## src/rtl/unsigned_seq_div_rs_pkg.sv

```systemverilog
// Shared constants for the sequential arithmetic blocks (divider, multiplier).
package seq_arith_pkg;

   localparam int ARITH_W = 6;

   localparam logic [1:0] ST_IDLE = 2'd0;
   localparam logic [1:0] ST_RUN  = 2'd1;
   localparam logic [1:0] ST_DONE = 2'd2;

   typedef enum logic [1:0] {
      S_IDLE = ST_IDLE,
      S_RUN  = ST_RUN,
      S_DONE = ST_DONE
   } seq_state_t;

endpackage

```

## src/rtl/unsigned_seq_div_rs_if.sv

```systemverilog
// Load/poll bus for the unsigned sequential divider.
interface unsigned_seq_div_rs_if
   import seq_arith_pkg::*;
#(
   parameter int WIDTH = ARITH_W
);
   logic                 load;
   logic [2*WIDTH-1:0]   dividend;
   logic [WIDTH-1:0]     divisor;
   logic [WIDTH-1:0]     quotient;
   logic [WIDTH-1:0]     remainder;
   logic                 busy;
   logic                 done;
   logic                 div_by_zero;
   logic                 overflow;

   modport master (
      output load, dividend, divisor,
      input  quotient, remainder, busy, done, div_by_zero, overflow
   );

   modport slave (
      input  load, dividend, divisor,
      output quotient, remainder, busy, done, div_by_zero, overflow
   );

endinterface

```

## src/rtl/unsigned_seq_div_rs_step.sv

```systemverilog
// One restoring-division iteration: shift {R,Q} left, trial-subtract D.
module seq_div_step #(
   parameter int WIDTH = 6
) (
   input  logic [WIDTH:0]   r,
   input  logic [WIDTH-1:0] q,
   input  logic [WIDTH-1:0] d,
   output logic [WIDTH:0]   r_next,
   output logic [WIDTH-1:0] q_next
);
   logic [WIDTH:0]   r_sh;
   logic [WIDTH+1:0] diff;
   logic             neg;

   // R stays below D, so the shifted remainder always fits in WIDTH+1 bits.
   always_comb begin
      r_sh   = {r[WIDTH-1:0], q[WIDTH-1]};
      diff   = {1'b0, r_sh} - {2'b00, d};
      neg    = diff[WIDTH+1];
      r_next = neg ? r_sh : diff[WIDTH:0];
      q_next = {q[WIDTH-2:0], ~neg};
   end

endmodule

```

## src/rtl/unsigned_seq_div_rs.sv

```systemverilog
// Unsigned sequential restoring divider, one quotient bit per clock.
// Optional debug build: define SEQ_DIV_DBG_EN to add dbg_count/dbg_state
// ports and a simulation check of q*d+r == dividend on each clean result.
//
// state  | meaning
// -------+------------------------------------------------------------
// S_IDLE | no result yet since reset; waiting for load
// S_RUN  | iterating (busy=1), or one-cycle settle of a flagged result
// S_DONE | result held on outputs until next load
module unsigned_seq_div_rs
   import seq_arith_pkg::*;
#(
   parameter  int WIDTH = ARITH_W,
   localparam int CW    = $clog2(WIDTH+1)
) (
   input  logic                  clk,
   input  logic                  rst,
   unsigned_seq_div_rs_if.slave  bus
`ifdef SEQ_DIV_DBG_EN
   ,
   output logic [CW-1:0]         dbg_count,
   output logic [1:0]            dbg_state
`endif
);
   seq_state_t       state, state_n;
   logic [CW-1:0]    cnt, cnt_n;
   logic [WIDTH:0]   r, r_n;
   logic [WIDTH-1:0] q, q_n;
   logic [WIDTH-1:0] d, d_n;
   logic [WIDTH-1:0] quot, quot_n;
   logic [WIDTH-1:0] rem, rem_n;
   logic             busy, busy_n;
   logic             done, done_n;
   logic             dbz, dbz_n;
   logic             ovf, ovf_n;
   logic             pend_dbz, pend_dbz_n;
   logic             pend_ovf, pend_ovf_n;

   logic [WIDTH:0]   step_r;
   logic [WIDTH-1:0] step_q;
   logic [WIDTH-1:0] hi, lo;

   assign hi = bus.dividend[2*WIDTH-1:WIDTH];
   assign lo = bus.dividend[WIDTH-1:0];

   seq_div_step #(.WIDTH(WIDTH)) u_step (
      .r      (r),
      .q      (q),
      .d      (d),
      .r_next (step_r),
      .q_next (step_q)
   );

   // State register.
   always_ff @(posedge clk) begin
      if (rst) state <= S_IDLE;
      else     state <= state_n;
   end

   // Next-state and datapath decisions.
   always_comb begin
      state_n    = state;
      cnt_n      = cnt;
      r_n        = r;
      q_n        = q;
      d_n        = d;
      quot_n     = quot;
      rem_n      = rem;
      busy_n     = busy;
      done_n     = done;
      dbz_n      = dbz;
      ovf_n      = ovf;
      pend_dbz_n = pend_dbz;
      pend_ovf_n = pend_ovf;
      case (state)
         S_IDLE, S_DONE: begin
            if (bus.load) begin
               done_n = 1'b0;
               dbz_n  = 1'b0;
               ovf_n  = 1'b0;
               q_n    = lo;
               state_n = S_RUN;
               if (bus.divisor == '0) begin
                  // Flagged results settle one cycle after the load edge so
                  // done always shows a low cycle between operations.
                  pend_dbz_n = 1'b1;
                  cnt_n      = '0;
               end else if (hi >= bus.divisor) begin
                  pend_ovf_n = 1'b1;
                  cnt_n      = '0;
               end else begin
                  r_n    = {1'b0, hi};
                  d_n    = bus.divisor;
                  cnt_n  = CW'(WIDTH);
                  busy_n = 1'b1;
               end
            end
         end
         S_RUN: begin
            if (pend_dbz || pend_ovf) begin
               done_n     = 1'b1;
               dbz_n      = pend_dbz;
               ovf_n      = pend_ovf;
               quot_n     = '1;
               rem_n      = pend_dbz ? q : '0;
               pend_dbz_n = 1'b0;
               pend_ovf_n = 1'b0;
               state_n    = S_DONE;
            end else begin
               r_n   = step_r;
               q_n   = step_q;
               cnt_n = cnt - CW'(1);
               if (cnt == CW'(1)) begin
                  quot_n  = step_q;
                  rem_n   = step_r[WIDTH-1:0];
                  busy_n  = 1'b0;
                  done_n  = 1'b1;
                  state_n = S_DONE;
               end
            end
         end
         default: state_n = S_IDLE;
      endcase
   end

   // Datapath and output registers.
   always_ff @(posedge clk) begin
      if (rst) begin
         cnt      <= '0;
         r        <= '0;
         q        <= '0;
         d        <= '0;
         quot     <= '0;
         rem      <= '0;
         busy     <= 1'b0;
         done     <= 1'b0;
         dbz      <= 1'b0;
         ovf      <= 1'b0;
         pend_dbz <= 1'b0;
         pend_ovf <= 1'b0;
      end else begin
         cnt      <= cnt_n;
         r        <= r_n;
         q        <= q_n;
         d        <= d_n;
         quot     <= quot_n;
         rem      <= rem_n;
         busy     <= busy_n;
         done     <= done_n;
         dbz      <= dbz_n;
         ovf      <= ovf_n;
         pend_dbz <= pend_dbz_n;
         pend_ovf <= pend_ovf_n;
      end
   end

   assign bus.quotient    = quot;
   assign bus.remainder   = rem;
   assign bus.busy        = busy;
   assign bus.done        = done;
   assign bus.div_by_zero = dbz;
   assign bus.overflow    = ovf;

`ifdef SEQ_DIV_DBG_EN
   assign dbg_count = cnt;
   assign dbg_state = state;

   logic [2*WIDTH-1:0] dvd_cap;
   logic [WIDTH-1:0]   dvs_cap;
   logic               done_d;

   // Operand copy and done history for the invariant check.
   always_ff @(posedge clk) begin
      if (rst) begin
         dvd_cap <= '0;
         dvs_cap <= '0;
         done_d  <= 1'b0;
      end else begin
         if ((state == S_IDLE || state == S_DONE) && bus.load) begin
            dvd_cap <= bus.dividend;
            dvs_cap <= bus.divisor;
         end
         done_d <= done;
      end
   end

`ifndef SYNTHESIS
   // On a fresh clean result, q*d+r must rebuild the dividend with r < d.
   always @(posedge clk) begin
      if (!rst && done && !done_d && !dbz && !ovf) begin
         if (({{WIDTH{1'b0}}, quot} * {{WIDTH{1'b0}}, dvs_cap})
             + {{WIDTH{1'b0}}, rem} != dvd_cap || rem >= dvs_cap)
            $error("divider invariant broken: q=%0d r=%0d d=%0d n=%0d",
                   quot, rem, dvs_cap, dvd_cap);
      end
   end
`endif
`endif

endmodule

```

## src/flat_wrapper.sv

```systemverilog
// flat-port wrapper written by rule: the top's interface ports become plain ports
module unsigned_seq_div_rs_flat import seq_arith_pkg::*;
#(
   parameter  int WIDTH = ARITH_W,
   localparam int CW    = $clog2(WIDTH+1)
)
  (clk, rst, bus_load, bus_dividend, bus_divisor, bus_quotient, bus_remainder, bus_busy, bus_done, bus_div_by_zero, bus_overflow);
  unsigned_seq_div_rs_if #(.WIDTH(WIDTH)) bus_i ();
  input  logic clk;
  input  logic rst;
  input wire logic [$bits(bus_i.load)-1:0] bus_load;
  input wire logic [$bits(bus_i.dividend)-1:0] bus_dividend;
  input wire logic [$bits(bus_i.divisor)-1:0] bus_divisor;
  output wire logic [$bits(bus_i.quotient)-1:0] bus_quotient;
  output wire logic [$bits(bus_i.remainder)-1:0] bus_remainder;
  output wire logic [$bits(bus_i.busy)-1:0] bus_busy;
  output wire logic [$bits(bus_i.done)-1:0] bus_done;
  output wire logic [$bits(bus_i.div_by_zero)-1:0] bus_div_by_zero;
  output wire logic [$bits(bus_i.overflow)-1:0] bus_overflow;
  assign bus_i.load = bus_load;
  assign bus_i.dividend = bus_dividend;
  assign bus_i.divisor = bus_divisor;
  assign bus_quotient = bus_i.quotient;
  assign bus_remainder = bus_i.remainder;
  assign bus_busy = bus_i.busy;
  assign bus_done = bus_i.done;
  assign bus_div_by_zero = bus_i.div_by_zero;
  assign bus_overflow = bus_i.overflow;
  unsigned_seq_div_rs #(.WIDTH(WIDTH)) u_core (.clk(clk), .rst(rst), .bus(bus_i));
endmodule
```

## config.mk

```make
export PLATFORM = sky130hd
export DESIGN_NAME = unsigned_seq_div_rs_flat
export DESIGN_NICKNAME = d
export VERILOG_FILES = /design/src/rtl/unsigned_seq_div_rs_pkg.sv /design/src/rtl/unsigned_seq_div_rs_if.sv /design/src/rtl/unsigned_seq_div_rs_step.sv /design/src/rtl/unsigned_seq_div_rs.sv /design/src/flat_wrapper.sv
export SDC_FILE = /design/constraint.sdc
export NUM_CORES = 1
export LEC_CHECK = 0
export CORE_ASPECT_RATIO = 1.1
export CORE_MARGIN = 4
export CORE_UTILIZATION = 36
export DETAILED_ROUTE_END_ITERATION = 16
export SLEW_MARGIN = 20
export SYNTH_ARGS = -nofsm -noshare
export SYNTH_HDL_FRONTEND = slang
export SYNTH_HIERARCHICAL = 1
export SYNTH_SLANG_ARGS = --single-unit
```

## constraint.sdc

```tcl
create_clock -name clk -period 2 [get_ports clk]
set_clock_uncertainty 0.15 [all_clocks]
set_input_delay 0.4 -clock clk [delete_from_list [all_inputs] [get_ports clk]]
set_output_delay 0.4 -clock clk [all_outputs]
set_load 0.03 [all_outputs]
```

# After elaboration in Yosys (flattened, before gate mapping)
# Cells that the tools add are included.
# W data, S select, Z words.
# classes
eq_ne	12
n_reduce_logical	16
magnitude_cmp	1
add_sub_neg	2
bitwise_logic	3
n_mux	45
# op_table
cell	count
$mux W6	12
$pmux W6 S2	2
$mux W1	16
$mux W3	4
$pmux W1 S2	6
$reduce_and A5 Y1	2
$reduce_and A3 Y1	3
$ne A2 B1 Y1 const B	4
$ne A2 B2 Y1 const B	4
$reduce_and A4 Y1	2
$sub A7 B6 Y8	1
$ge A6 B6 Y1	1
$logic_not A6 Y1	1
$mux W2	3
$pmux W3 S2	1
$reduce_and A6 Y1	1
$pmux W2 S2	1
$reduce_and A2 Y1	2
$reduce_bool A2 Y1	2
$eq A3 B1 Y1 const B	1
$ne A3 B1 Y1 const B	1
$not A1 Y1	3
$sub A3 B1 Y3 const B	1
$eq A2 B1 Y1 const B	1
other kinds (4)	4
# word_totals
output_inout_bits	16
wordCells	92
regBits	41

# Depth between registers and ports, before layout
# depth
ltp_word	5
ltp_mapped	10
mapped_depth_nobuf	10

# Hierarchy
# The synthesis kept the hierarchy.
# modules_own_cells
module	area_per_inst_um2	cells_each	instances	seq_area_each_um2
unsigned_seq_div_rs	1968.1	226	1	840.8
seq_div_step	436.7	57	1	0.0

# Worst setup path after synthesis
# OpenSTA, ideal clock, no wires.
# synth_path
path_type	flip-flop to flip-flop
start	register u_core.d[1]
end	register u_core.rem[2], in the netlist u_core/bus.remainder[2]
path_slack_ns	-0.201
arrival_time_ns	1.913
stages_incl_launch_ff	10
period_less_slack_ns	2.201
setup_ns	0.138
path_cell_list	dfxtp_1 -> inv_1 -> ha_1 -> or2b_2 -> a21oi_1 -> o21a_1 -> buf_6 -> mux2_4 -> a22oi_1 -> a211oi_1
# synth_via
elab_chain_cells	4
# synth_rtl
item	line	rtl
start, declared	unsigned_seq_div_rs.sv:29	logic [WIDTH-1:0] d, d_n;
start signal, assigned	unsigned_seq_div_rs.sv:145	d <= d_n;
$sub A7 B6 Y8	unsigned_seq_div_rs_step.sv:18	diff = {1'b0, r_sh} - {2'b00, d};
$mux W6	unsigned_seq_div_rs_step.sv:20	r_next = neg ? r_sh : diff[WIDTH:0];
net u_core.step_r[2]	unsigned_seq_div_rs.sv:39	logic [WIDTH:0] step_r;
$mux W6	unsigned_seq_div_rs.sv:113	if (cnt == CW'(1)) begin
$mux W6	unsigned_seq_div_rs.sv:100	if (pend_dbz || pend_ovf) begin
end signal, assigned	unsigned_seq_div_rs.sv:147	rem <= rem_n;
end, declared	unsigned_seq_div_rs.sv:31	logic [WIDTH-1:0] rem, rem_n;
# The timed path passes the listed nets, and every way through them passes these cells. The select of a mux whose other input is x is not followed.
# A chain may end at the register's enable or synchronous reset.

# Final worst setup path
# layout_path
start	register u_core.d[1]
end	register u_core.r[4]
# layout_via
elab_chain_cells	4
# layout_rtl
item	line	rtl
$sub A7 B6 Y8	unsigned_seq_div_rs_step.sv:18	
$mux W6	unsigned_seq_div_rs_step.sv:20	
net u_core.step_r[4]	unsigned_seq_div_rs.sv:39	
$mux W6	unsigned_seq_div_rs.sv:100	
$pmux W6 S2	unsigned_seq_div_rs.sv:75	case (state)
end signal, assigned	unsigned_seq_div_rs.sv:143	r <= r_n;
end, declared	unsigned_seq_div_rs.sv:27	logic [WIDTH:0] r, r_n;
# The timed path passes the listed nets, and every way through them passes these cells. The select of a mux whose other input is x is not followed.

==> results_dict.tcl <==
set metrics [dict create \
    status "finished with violations" \
    violations "negative setup slack" \
    initial_utilization 0.374 \
    maxCapViolCount 0 \
    utilization 0.564 \
    finalCriticalPeriod_ns 2.24 \
    gp_congestion 0.760 \
    clock_sinks 41 \
    area_growth_pct 50.7 \
    diodes 0 \
    finalNetCount 385 \
    clock.fmax_mhz 446 \
    period_share 1.12 \
    antenna_found_initial 0 \
    maxSlewViolCount 0 \
    core_region_area_um2 6230 \
    ant_nets 0 \
    num_rows 30 \
    gr-total-overflow 0 \
    crit_path_end_kind "register" \
    ios 37 \
    final_cell_area_um2 3510 \
    holdBufCountCts 0 \
    drc_errors 0 \
    grt_pass1_wl_um 10300 \
    ys_warn_count 6 \
    clk_pin_slew_ns 0.08 \
    drive_gt1_frac 0.366 \
    die-area_um2 7830 \
    htreeDepth 2 \
    drt-pass1-iter-count 4 \
    cp.arrival_ns 2.26 \
    timing.final.ws_setup_ns -0.240 \
    place_hpwl_um 4480 \
    grtUsageTotal 0.162 \
    tightest_slew_ns 0.455 \
    synth_nets 309 \
    avgSynthCellArea_um2 8.54 \
    dpl_cell_area_um2 3100 \
    wl_per_cell_um 14.4 \
    worst-endpoint-required_ns 2.02 \
    leakagePower_uw 0.00138 \
    syn_inst 273 \
    setup_viol_count_final 13 \
    cts_tree "built" \
    port_buffers 36 \
    finalWirelength_um 6190 \
    grt_max_degree 42 \
    synth_area_um2 2330 \
    routed-via-count 2179 \
    relSlewSlack 0.697 \
    clockBufferDepth 2 \
    cts_made_buffers 5 \
    fp.dieW_um 84.7 \
    cts-root-buf "clkbuf_8" \
    setup.worst_path.class "reg -> reg" \
    viasPerCell 5.07 \
    insertion_delay_ns 0.29 \
    first_global_vias 2139 \
    drt_iter0_drc 90 \
    ir_drop_v 0.000320 \
    rsz0062_at_grt "true" \
    die_h_um 92.4 \
    worstHoldPathType "reg -> reg" \
    hold_violations 0 \
    p_per_area_nw_per_um2 856 \
    cp-start-kind "register" \
    cp_max_fo 6 \
]
[path summary, 6_finish.rpt]
check | startpoint | slack (ns) | end | cells past startpoint
worst max-delay path | u_core/d[1] | -0.24 | u_core/r[4] | 9
worst min-delay path | u_core/bus.busy | 0.30 | u_core/bus.busy | 2
worst max register to register | u_core/d[1] | -0.24 | u_core/r[4] | 9
worst min register to register | u_core/bus.busy | 0.30 | u_core/bus.busy | 2
[cell usage in the layout (no fill, tap or decap), types with 8 or more instances in the layout]
cell,count
inv_1,13
clkdlybuf4s50_1,26
buf_4,52
dfxtp_1,36
dlygate4sd2_1,8
a21oi_1,17
a211oi_1,12
nand2_1,24
nor2_1,31
[power by group]
part	internal, uW	leakage (uW)	switching (uW)
registers	896	0.000338	68.4
clock network	375	0.0000554	303
logic	721	0.000984	644
total	1990	0.00138	1010
[routing by layer]
metal,routed length (um),vias up,track usage
met5,0,-,0
met4,79,0,0.0567
met3,221,6,0.0302
met2,3070,44,0.274
met1,2820,1016,0.204
li1,-,1113,-
[final cells by class]
class / instances / area (um^2)
clock inverters: 2 / 38.8
clock buffers: 6 / 72.6
fillers: 596 / 2720
multi-input cells: 192 / 1610
well taps: 80 / 100
repair buffers: 91 / 797
flip-flops and latches: 41 / 827
inverters: 18 / 67.6
[worst max-delay path, cell delays in order (launching register included)]
cell	delay [ns]
dfxtp_2	0.34
inv_2	0.06
ha_4	0.24
or2b_4	0.27
a21oi_4	0.16
o21a_1	0.18
buf_12	0.14
mux2_4	0.32
mux2i_4	0.17
a211oi_2	0.09
[stage by stage]
step	total power [uW]	hold WS, ns	setup slack [ns]	cells	TNS (ns)
floorplan	1710	0.286	-0.0713	273	-0.449
global placement	2070	0.296	-0.383	416	-6.62
detailed placement	2090	0.287	-0.438	416	-7.59
CTS	2870	0.308	-0.255	426	-2.29
global route	3190	0.332	-0.299	430	-3.12
finish	3010	0.304	-0.240	430	-2.18
[sequential cells by signal, indices dropped and copies added (netlist names)]
name and count:
u_core/bus.quotient 6, u_core/cnt 3, u_core/state 2, u_core/q 6, u_core/bus.div_by_zero 1, u_core/pend_dbz 1, u_core/bus.busy 1, u_core/d 6
u_core/bus.overflow 1, u_core/bus.done 1, u_core/r 6, u_core/bus.remainder 6, u_core/pend_ovf 1
[what timing repair did]
item                       CTS  global route
buffers inserted             2             4
pin swaps                   10            17
setup endpoints to repair   22            20
gates resized for setup     31            26
Power figures use the tool's default switching activity.
